File: src/rtl/playback_controller_if.sv
// Control bundle between the button/reader side and the playback sequencer.
// The controller takes the slave modport; whatever drives the buttons takes master.
interface playback_controller_if;
    logic       play_button;
    logic       next_button;
    logic       prev_button;
    logic       repeat_mode;
    logic       song_done;
    logic       play;
    logic       reset_player;
    logic [1:0] song;
    logic       beat;

    modport master (
        output play_button, next_button, prev_button, repeat_mode, song_done,
        input  play, reset_player, song, beat
    );

    modport slave (
        input  play_button, next_button, prev_button, repeat_mode, song_done,
        output play, reset_player, song, beat
    );
endinterface

File: src/rtl/playback_controller.sv
// Music player sequencer: maps button pulses and song_done onto play/reset_player/song,
// applies auto-advance and repeat policy, and paces note timing with a beat strobe.
module playback_controller #(
    parameter int unsigned NUM_SONGS = 4,
    parameter int unsigned BEAT_DIV  = 1000
) (
    input logic                 clk,
    input logic                 reset,
    playback_controller_if.slave bus
);
    localparam int unsigned     CntW      = $clog2(BEAT_DIV);
    localparam logic [1:0]      LastSong  = 2'(NUM_SONGS - 1);
    localparam logic [CntW-1:0] LastCount = CntW'(BEAT_DIV - 1);

    typedef enum logic [1:0] {StInit, StPaused, StPlaying, StSwitch} state_e;

    state_e          state_q;
    logic [1:0]      song_q;
    logic            resume_q;
    logic [CntW-1:0] count_q;
    logic [1:0]      song_inc;
    logic [1:0]      song_dec;
    logic            play_w;
    logic            clear_w;

    assign song_inc = (song_q == LastSong) ? 2'd0 : song_q + 2'd1;
    assign song_dec = (song_q == 2'd0) ? LastSong : song_q - 2'd1;
    assign play_w   = (state_q == StPlaying);
    assign clear_w  = (state_q == StInit) || (state_q == StSwitch);

    always_ff @(posedge clk) begin
        if (reset) begin
            state_q  <= StInit;
            song_q   <= 2'd0;
            resume_q <= 1'b0;
            count_q  <= '0;
        end else begin
            // Counter holds while paused so a resumed song continues mid-beat.
            if (clear_w) begin
                count_q <= '0;
            end else if (play_w) begin
                count_q <= (count_q == LastCount) ? '0 : count_q + 1'b1;
            end

            case (state_q)
                StInit: state_q <= StPaused;
                StPaused: begin
                    if (bus.next_button) begin
                        song_q   <= song_inc;
                        resume_q <= 1'b0;
                        state_q  <= StSwitch;
                    end else if (bus.prev_button) begin
                        song_q   <= song_dec;
                        resume_q <= 1'b0;
                        state_q  <= StSwitch;
                    end else if (bus.play_button) begin
                        state_q <= StPlaying;
                    end
                end
                StPlaying: begin
                    if (bus.next_button) begin
                        song_q   <= song_inc;
                        resume_q <= 1'b1;
                        state_q  <= StSwitch;
                    end else if (bus.prev_button) begin
                        song_q   <= song_dec;
                        resume_q <= 1'b1;
                        state_q  <= StSwitch;
                    end else if (bus.play_button) begin
                        state_q <= StPaused;
                    end else if (bus.song_done) begin
                        // Running off the end of the playlist rewinds and stops.
                        if (bus.repeat_mode) begin
                            resume_q <= 1'b1;
                        end else if (song_q != LastSong) begin
                            song_q   <= song_q + 2'd1;
                            resume_q <= 1'b1;
                        end else begin
                            song_q   <= 2'd0;
                            resume_q <= 1'b0;
                        end
                        state_q <= StSwitch;
                    end
                end
                StSwitch: state_q <= resume_q ? StPlaying : StPaused;
                default:  state_q <= StInit;
            endcase
        end
    end

    assign bus.play         = play_w;
    assign bus.reset_player = clear_w;
    assign bus.song         = song_q;
    assign bus.beat         = play_w && (count_q == LastCount);
endmodule

File: src/flat_wrapper.sv
// flat-port wrapper written by rule: the top's interface ports become plain ports
module playback_controller_flat 
#(
    parameter int unsigned NUM_SONGS = 4,
    parameter int unsigned BEAT_DIV  = 1000
)
  (clk, reset, bus_play_button, bus_next_button, bus_prev_button, bus_repeat_mode, bus_song_done, bus_play, bus_reset_player, bus_song, bus_beat);
  playback_controller_if bus_i ();
  input logic clk;
  input logic reset;
  input wire logic [$bits(bus_i.play_button)-1:0] bus_play_button;
  input wire logic [$bits(bus_i.next_button)-1:0] bus_next_button;
  input wire logic [$bits(bus_i.prev_button)-1:0] bus_prev_button;
  input wire logic [$bits(bus_i.repeat_mode)-1:0] bus_repeat_mode;
  input wire logic [$bits(bus_i.song_done)-1:0] bus_song_done;
  output wire logic [$bits(bus_i.play)-1:0] bus_play;
  output wire logic [$bits(bus_i.reset_player)-1:0] bus_reset_player;
  output wire logic [$bits(bus_i.song)-1:0] bus_song;
  output wire logic [$bits(bus_i.beat)-1:0] bus_beat;
  assign bus_i.play_button = bus_play_button;
  assign bus_i.next_button = bus_next_button;
  assign bus_i.prev_button = bus_prev_button;
  assign bus_i.repeat_mode = bus_repeat_mode;
  assign bus_i.song_done = bus_song_done;
  assign bus_play = bus_i.play;
  assign bus_reset_player = bus_i.reset_player;
  assign bus_song = bus_i.song;
  assign bus_beat = bus_i.beat;
  playback_controller #(.NUM_SONGS(NUM_SONGS), .BEAT_DIV(BEAT_DIV)) u_core (.clk(clk), .reset(reset), .bus(bus_i));
endmodule
File: config.mk
export PLATFORM = sky130hd
export DESIGN_NAME = playback_controller_flat
export DESIGN_NICKNAME = d
export VERILOG_FILES = /design/src/rtl/playback_controller_if.sv /design/src/rtl/playback_controller.sv /design/src/flat_wrapper.sv
export SDC_FILE = /design/constraint.sdc
export NUM_CORES = 1
export LEC_CHECK = 0
export ABC_CLOCK_PERIOD_IN_PS = 2200
export CORE_UTILIZATION = 45
export CTS_CLUSTER_SIZE = 20
export DETAILED_ROUTE_END_ITERATION = 8
export PLACE_DENSITY = 0.66
export SLEW_MARGIN = 25
export SYNTH_ARGS = -nofsm -noshare
export SYNTH_HDL_FRONTEND = slang
export SYNTH_SLANG_ARGS = --single-unit
File: constraint.sdc
create_clock -name clk -period 2.2 [get_ports clk]
set_clock_uncertainty 0.05 [all_clocks]
set_input_delay 0.33 -clock clk [delete_from_list [all_inputs] [get_ports clk]]
set_output_delay 0.33 -clock clk [all_outputs]
set_load 0.05 [all_outputs]
==> flow_metrics.py, run 1 <==
metrics = {
    "synthesis": {
        "synth_edf_count": 0,
        "synth.yosys.seq_area_share_pct": 32.4,
        "synth_cells": 105,
        "synth_nets": 119,
        "syn_area_per_cell_um2": 8.83,
        "async_flop_share_pct": 0,
        "synth.distinct_cells": 37,
        "synth_ff_type": "dfxtp_1",
        "synth_seq_cells": 15,
        "ys_warn_count": 0,
        "syn_area_um2": 927,
    },
    "detailed_routing": {
        "drc": 0,
        "drt_first_iter_violations": 7,
        "via_count": 769,
        "viasPerCell": 5.27,
        "wire_per_inst_um": 11.7,
        "ant_nets": 0,
        "drtPass1Iterations": 4,
        "wirelength_um": 1710,
    },
    "power": {
        "internal_power_uw": 521,
        "p_sw_uw": 335,
        "peakVddDrop_v": 0.000536,
        "combPwrFrac_pct": 44.1,
        "leakage_uw": 0.000410,
        "clkPwrFrac_pct": 17.4,
        "p_seq_share_pct": 38.5,
        "swShare_pct": 39.1,
        "p_per_area_nw_per_um2": 769,
    },
    "setup_path": {
        "worstPathArrival_ns": 1.66,
        "critPathLaunchType": "flop",
        "cp_max_fo": 14,
        "slowest_stage": "ha_1",
        "cp-end-kind": "output port",
        "r2r_setup_slack_ns": 0.38,
        "path_cells": "inv_1 > ha_1 > and2_1 > buf_12",
        "worst-path-buf-inv": 2,
        "r2r_end": "u_core.count_q[0]",
        "crit_type": "flop to output port",
        "worstRegToRegCells": 5,
        "r2r-start": "u_core.state_q[0]",
        "cp_slowest_stage_delay_ns": 0.52,
        "path_delay_family": "adder cells",
        "crit_required_ns": 1.82,
    },
    "floorplan": {
        "rows": 16,
        "die_w_um": 47.4,
        "pin_count": 12,
        "start_util_pct": 47.7,
        "core_area_um2": 1940,
        "die_h_um": 47.4,
        "die_area_um2": 2250,
    },
    "cts": {
        "cts.clk_slew.worst_paths_ns": 0.08,
        "ctsHoldBuffers": 0,
        "cts_setup_buffers": 0,
        "clock_latency_ns": 0.27,
        "clock-sinks": 15,
        "cts-root-buf": "clkbuf_4",
        "ctsResizeCount": 0,
        "cts_htree_levels": 1,
        "cts.path.max_buffers": 2,
        "numCtsBuffers": 3,
        "cts_tree": "yes",
    },
    "placed_design": {
        "place_congestion": 0.709,
        "port-buffer-count": 11,
        "dp_hpwl_um": 1310,
    },
    "timing": {
        "finalMaxSlewViolations": 0,
        "setup_viol": 0,
        "tightest_slew_ns": 0.569,
        "fin_crit_sh_pct": 93.0,
        "hold_viol": 0,
        "fmax_mhz": 489,
        "maxSlewHeadroom_pct": 62.1,
        "period_needed_ns": 2.04,
        "rsz0062_at_grt": "no",
        "tns_ns": 0,
    },
    "grt": {
        "grt_usage_pct": 18.1,
        "grt_max_degree": 15,
        "grt_antenna_before_repair": 0,
        "grt_pass1_vias": 688,
        "grt_pass1_wl_um": 2860,
        "overflow": 0,
    },
    "status": {
        "status": "completed",
    },
    "final_layout": {
        "nFillCells": 188,
        "layout_common_cells": "nor2_1, dfxtp_1, inv_1, clkdlybuf4s50_1, ha_1",
        "fin_nets": 134,
        "diodes": 0,
        "drive_above_1_share_pct": 14.3,
        "synthToLayoutAreaGrowth_pct": 20.0,
        "post-route-util_pct": 57.3,
        "layout_commonest_cell": "nor2_1",
    },
    "hold_path": {
        "min_path_cells": 2,
        "hold_path_end": "u_core.count_q[1]",
        "hold_start": "u_core.count_q[1]",
        "hold_class": "flop to flop",
    },
    "job": {
        "max-cap-violations": 0,
    },
}
==> cell type report <==
type	count	area [um2]	share of cell area (%)
sequential	15	300	27.0
tap	27	33.8	3.04
multi-input combinational	78	579	52.1
inverter	10	37.5	3.37
timing repair buffer	12	135	12.1
clock buffer	4	26.3	2.36
==> Yosys cell counts (all sizes together) (2+ instances only) <==
cell type  number  area [um2]
a211oi          2        15.0
a21oi           4        23.8
buf             2        10.0
dfxtp          15         300
ha              7        87.6
inv            10        37.5
nand2           6        22.5
nand2b          3        18.8
nand3           2        10.0
nand3b          2        18.8
nand4           4        37.5
nor2           16        60.1
nor2b           2        12.5
nor3            3        15.0
o211ai          2        20.0
xnor2           6        52.6
xor2            3        26.3
==> worst max-delay path by stage <==
stage / slack, ns / cells past startpoint / from / endpoint
2_1_floorplan: 0.04 / 5 / u_core.state_q[0] / bus_beat
3_3_place_gp: 0.39 / 5 / u_core.count_q[0] / bus_beat
3_5_place_dp: 0.33 / 4 / bus_next_button / u_core.state_q[0]
4_1_cts: 0.04 / 5 / u_core.count_q[0] / bus_beat
5_1_grt: 0.05 / 4 / u_core.state_q[0] / bus_beat
6_report: 0.16 / 4 / u_core.state_q[0] / bus_beat
==> flip-flops by register name (all words and copies together) (netlist names) <==
signal / cells
u_core.state_q: 2
u_core.bus.song: 2
u_core.resume_q: 1
u_core.count_q: 10
==> routing by layer <==
layer	routed length, um	vias to the layer above	track usage, %
met5	0	-	0
met4	17	0	7.43
met3	52	4	3.85
met2	803	17	27.9
met1	832	357	24.2
li1	-	391	-
==> power groups by stage <==
stage | registers (uW) | logic (uW) | clock network, uW
after floorplan | 370 | 234 | 0
after global placement | 334 | 372 | 0
after detailed placement | 335 | 379 | 0
after CTS | 329 | 381 | 161
after global routing | 333 | 412 | 175
final | 329 | 377 | 149
==> logic make-up (layout without fill, tap and decap cells) <==
group	Yosys count	after routing	share of synthesized area, %
simple gates	43	43	27.5
xor+xnor	9	9	8.50
flops	15	15	32.4
compound gates	19	19	17.0
buf+inv	12	26	5.13
fa+ha+maj	7	7	9.45
==> worst min-delay path, stage by stage, from the launching register on <==
cell      delay [ns]
dfxtp_1         0.34
nand2b_1        0.08
a21oi_1         0.06
==> through the flow <==
stage               hold WS [ns]  power (uW)  instances  cell area [um2]  setup slack [ns]
finish                     0.471         855        146             1110             0.155
detailed placement         0.466         714        142             1090             0.333
floorplan                  0.349         604        105              927            0.0409
global route               0.498         920        146             1110            0.0488
CTS                        0.478         872        146             1110            0.0381
global placement           0.451         706        142             1090             0.386
Note: power is estimated with default switching activity, not from simulation.
==> run 2: changes to the inputs <==
--- a/config.mk
+++ b/config.mk
@@ -6,6 +6,7 @@
 export NUM_CORES = 1
 export LEC_CHECK = 0
 export ABC_CLOCK_PERIOD_IN_PS = 2200
+export CORE_ASPECT_RATIO = 1.25
 export CORE_UTILIZATION = 45
 export CTS_CLUSTER_SIZE = 20
 export DETAILED_ROUTE_END_ITERATION = 8
==> run 2 against run 1 <==
Compared with the run above: critical endpoint unchanged; non-clock buffer count did not move; die area hardly changed; flip-flop and latch count is the same; power grew 1.6%; wire length down 3.9%; core utilization shrank 0.64 points; sequential share of layout area up 0.17 points; critical path depth up 1; global-route usage fell by 0.85 points; largest cell class unchanged.
==> flow_metrics.py, run 2 (synthesized netlist as in run 1, its figures left out) <==
metrics = {
    "placed_design": {
        "port-buffer-count": 11,
        "post_dp_cell_area_um2": 1080,
        "place_congestion": 0.793,
        "dp_hpwl_um": 1270,
    },
    "cts": {
        "cts.clk_slew.worst_paths_ns": 0.09,
        "cts_setup_buffers": 0,
        "cts.path.max_buffers": 2,
        "cts_htree_levels": 1,
        "cts_tree": "yes",
        "clock_latency_ns": 0.28,
        "clock-sinks": 15,
        "numCtsBuffers": 3,
        "cts-root-buf": "clkbuf_4",
    },
    "power": {
        "combPwrFrac_pct": 43.9,
        "p_seq_share_pct": 37.9,
        "peakVddDrop_v": 0.000430,
        "leakage_uw": 0.000405,
        "swShare_pct": 39.7,
        "p_sw_uw": 345,
        "internal_power_uw": 524,
        "clkPwrFrac_pct": 18.2,
        "p_per_area_nw_per_um2": 783,
    },
    "setup_path": {
        "crit_required_ns": 1.82,
        "cp-end-kind": "output port",
        "cp_max_fo": 4,
        "critPathLaunchType": "flop",
        "crit_type": "flop to output port",
        "worstPathArrival_ns": 1.67,
    },
    "final_layout": {
        "drive_above_1_share_pct": 16.8,
        "fin_nets": 134,
        "final_area_um2": 1110,
        "nFillCells": 186,
        "synthToLayoutAreaGrowth_pct": 19.7,
        "largest_reg_flops": 10,
        "top_register": "u_core.count_q",
        "layout_common_cells": "nor2_1, dfxtp_1, inv_1, clkdlybuf4s50_1",
        "diodes": 0,
        "layout_commonest_cell": "nor2_1",
    },
    "job": {
        "max-cap-violations": 0,
    },
    "floorplan": {
        "die_h_um": 52.8,
        "pin_count": 12,
        "start_util_pct": 47.3,
        "rows": 18,
        "core_area_um2": 1960,
        "die_w_um": 42.6,
        "die_area_um2": 2250,
    },
    "timing": {
        "finalMaxSlewViolations": 0,
        "tns_ns": 0,
        "maxSlewHeadroom_pct": 67.2,
        "fin_crit_sh_pct": 93.1,
        "fmax_mhz": 488,
        "rsz0062_at_grt": "no",
        "period_needed_ns": 2.05,
        "tightest_slew_ns": 0.491,
        "hold_viol": 0,
        "setup_viol": 0,
    },
    "grt": {
        "grt_pass1_vias": 691,
        "grt_antenna_before_repair": 0,
        "grt_pass1_wl_um": 2900,
        "grt_max_degree": 19,
        "overflow": 0,
        "grt_usage_pct": 17.2,
    },
    "status": {
        "status": "completed",
    },
    "detailed_routing": {
        "via_count": 741,
        "drt_first_iter_violations": 7,
        "ant_nets": 0,
        "drc": 0,
        "wire_per_inst_um": 11.8,
        "viasPerCell": 5.33,
        "wirelength_um": 1640,
        "drtPass1Iterations": 2,
    },
    "hold_path": {
        "hold_class": "flop to flop",
    },
}
==> run 2: cell types whose count changed in the layout (fill, tap and decap cells not counted) <==
| cell | change |
|---|---|
| ha_2 | +2 |
| ha_1 | -2 |
| dfxtp_1 | -1 |
| dfxtp_2 | +1 |
==> run 2: path summary, 6_finish.rpt <==
check	startpoint	to	slack, ns	cells past startpoint
hold reg to reg	u_core.count_q[1]	u_core.count_q[1]	0.46	2
hold / removal	u_core.count_q[1]	u_core.count_q[1]	0.46	2
setup reg to reg	u_core.state_q[1]	u_core.bus.song[0]	0.47	6
setup / recovery	u_core.count_q[1]	bus_beat	0.15	5
==> run 2: per-stage QoR <==
stage | util, % | hold slack, ns | cells | power, uW | worst slack [ns]
floorplan | - | 0.349 | 105 | 604 | 0.0409
global placement | 55.0 | 0.441 | 135 | 711 | 0.381
detailed placement | 55.0 | 0.451 | 135 | 716 | 0.342
CTS | 56.3 | 0.467 | 139 | 875 | 0.0835
global route | 56.6 | 0.507 | 139 | 933 | 0.0466
finish | 56.6 | 0.461 | 139 | 869 | 0.152
==> run 2: repair_timing <==
item	4_1_cts	5_1_grt
hold buffers	0	0
resized for setup	0	3
endpoints found under the setup margin	0	1
==> run 2: final cells by class <==
cell class              count  area (um2)  share of cell area, %
clock buffers               4        26.3                   2.37
repair buffers             12         135                   12.2
inverters                  10        37.5                   3.38
flip-flops and latches     15         302                   27.2
multi-input cells          78         584                   52.6
well taps                  20        25.0                   2.25
==> run 2: power by group through the flow <==
| stage | clock [uW] | combinational [uW] | sequential (uW) |
|---|---|---|---|
| floorplan | 0 | 234 | 370 |
| global placement | 0 | 377 | 334 |
| detailed placement | 0 | 381 | 335 |
| CTS | 163 | 383 | 329 |
| global route | 180 | 419 | 334 |
| finish | 158 | 382 | 330 |
==> run 2: critical path, cell delays in order (launching register included) <==
cell,delay (ns)
dfxtp_1,0.38
ha_2,0.23
inv_1,0.08
nor4_4,0.33
and2_1,0.22
buf_12,0.14
==> run 2: layer usage <==
layer	GRT usage, %	up-vias	wire, um
met2	29.5	11	835
met3	3.10	2	36
met5	0	-	0
li1	-	392	-
met1	20.1	336	759
met4	9.38	0	7
==> run 3: changes to the inputs <==
--- a/config.mk
+++ b/config.mk
@@ -15,3 +15,4 @@
 export SYNTH_ARGS = -nofsm -noshare
 export SYNTH_HDL_FRONTEND = slang
 export SYNTH_SLANG_ARGS = --single-unit
+export TNS_END_PERCENT = 5
==> results of run 3 <==
No change in the layout: final DEF, timing and power equal those of run 2.
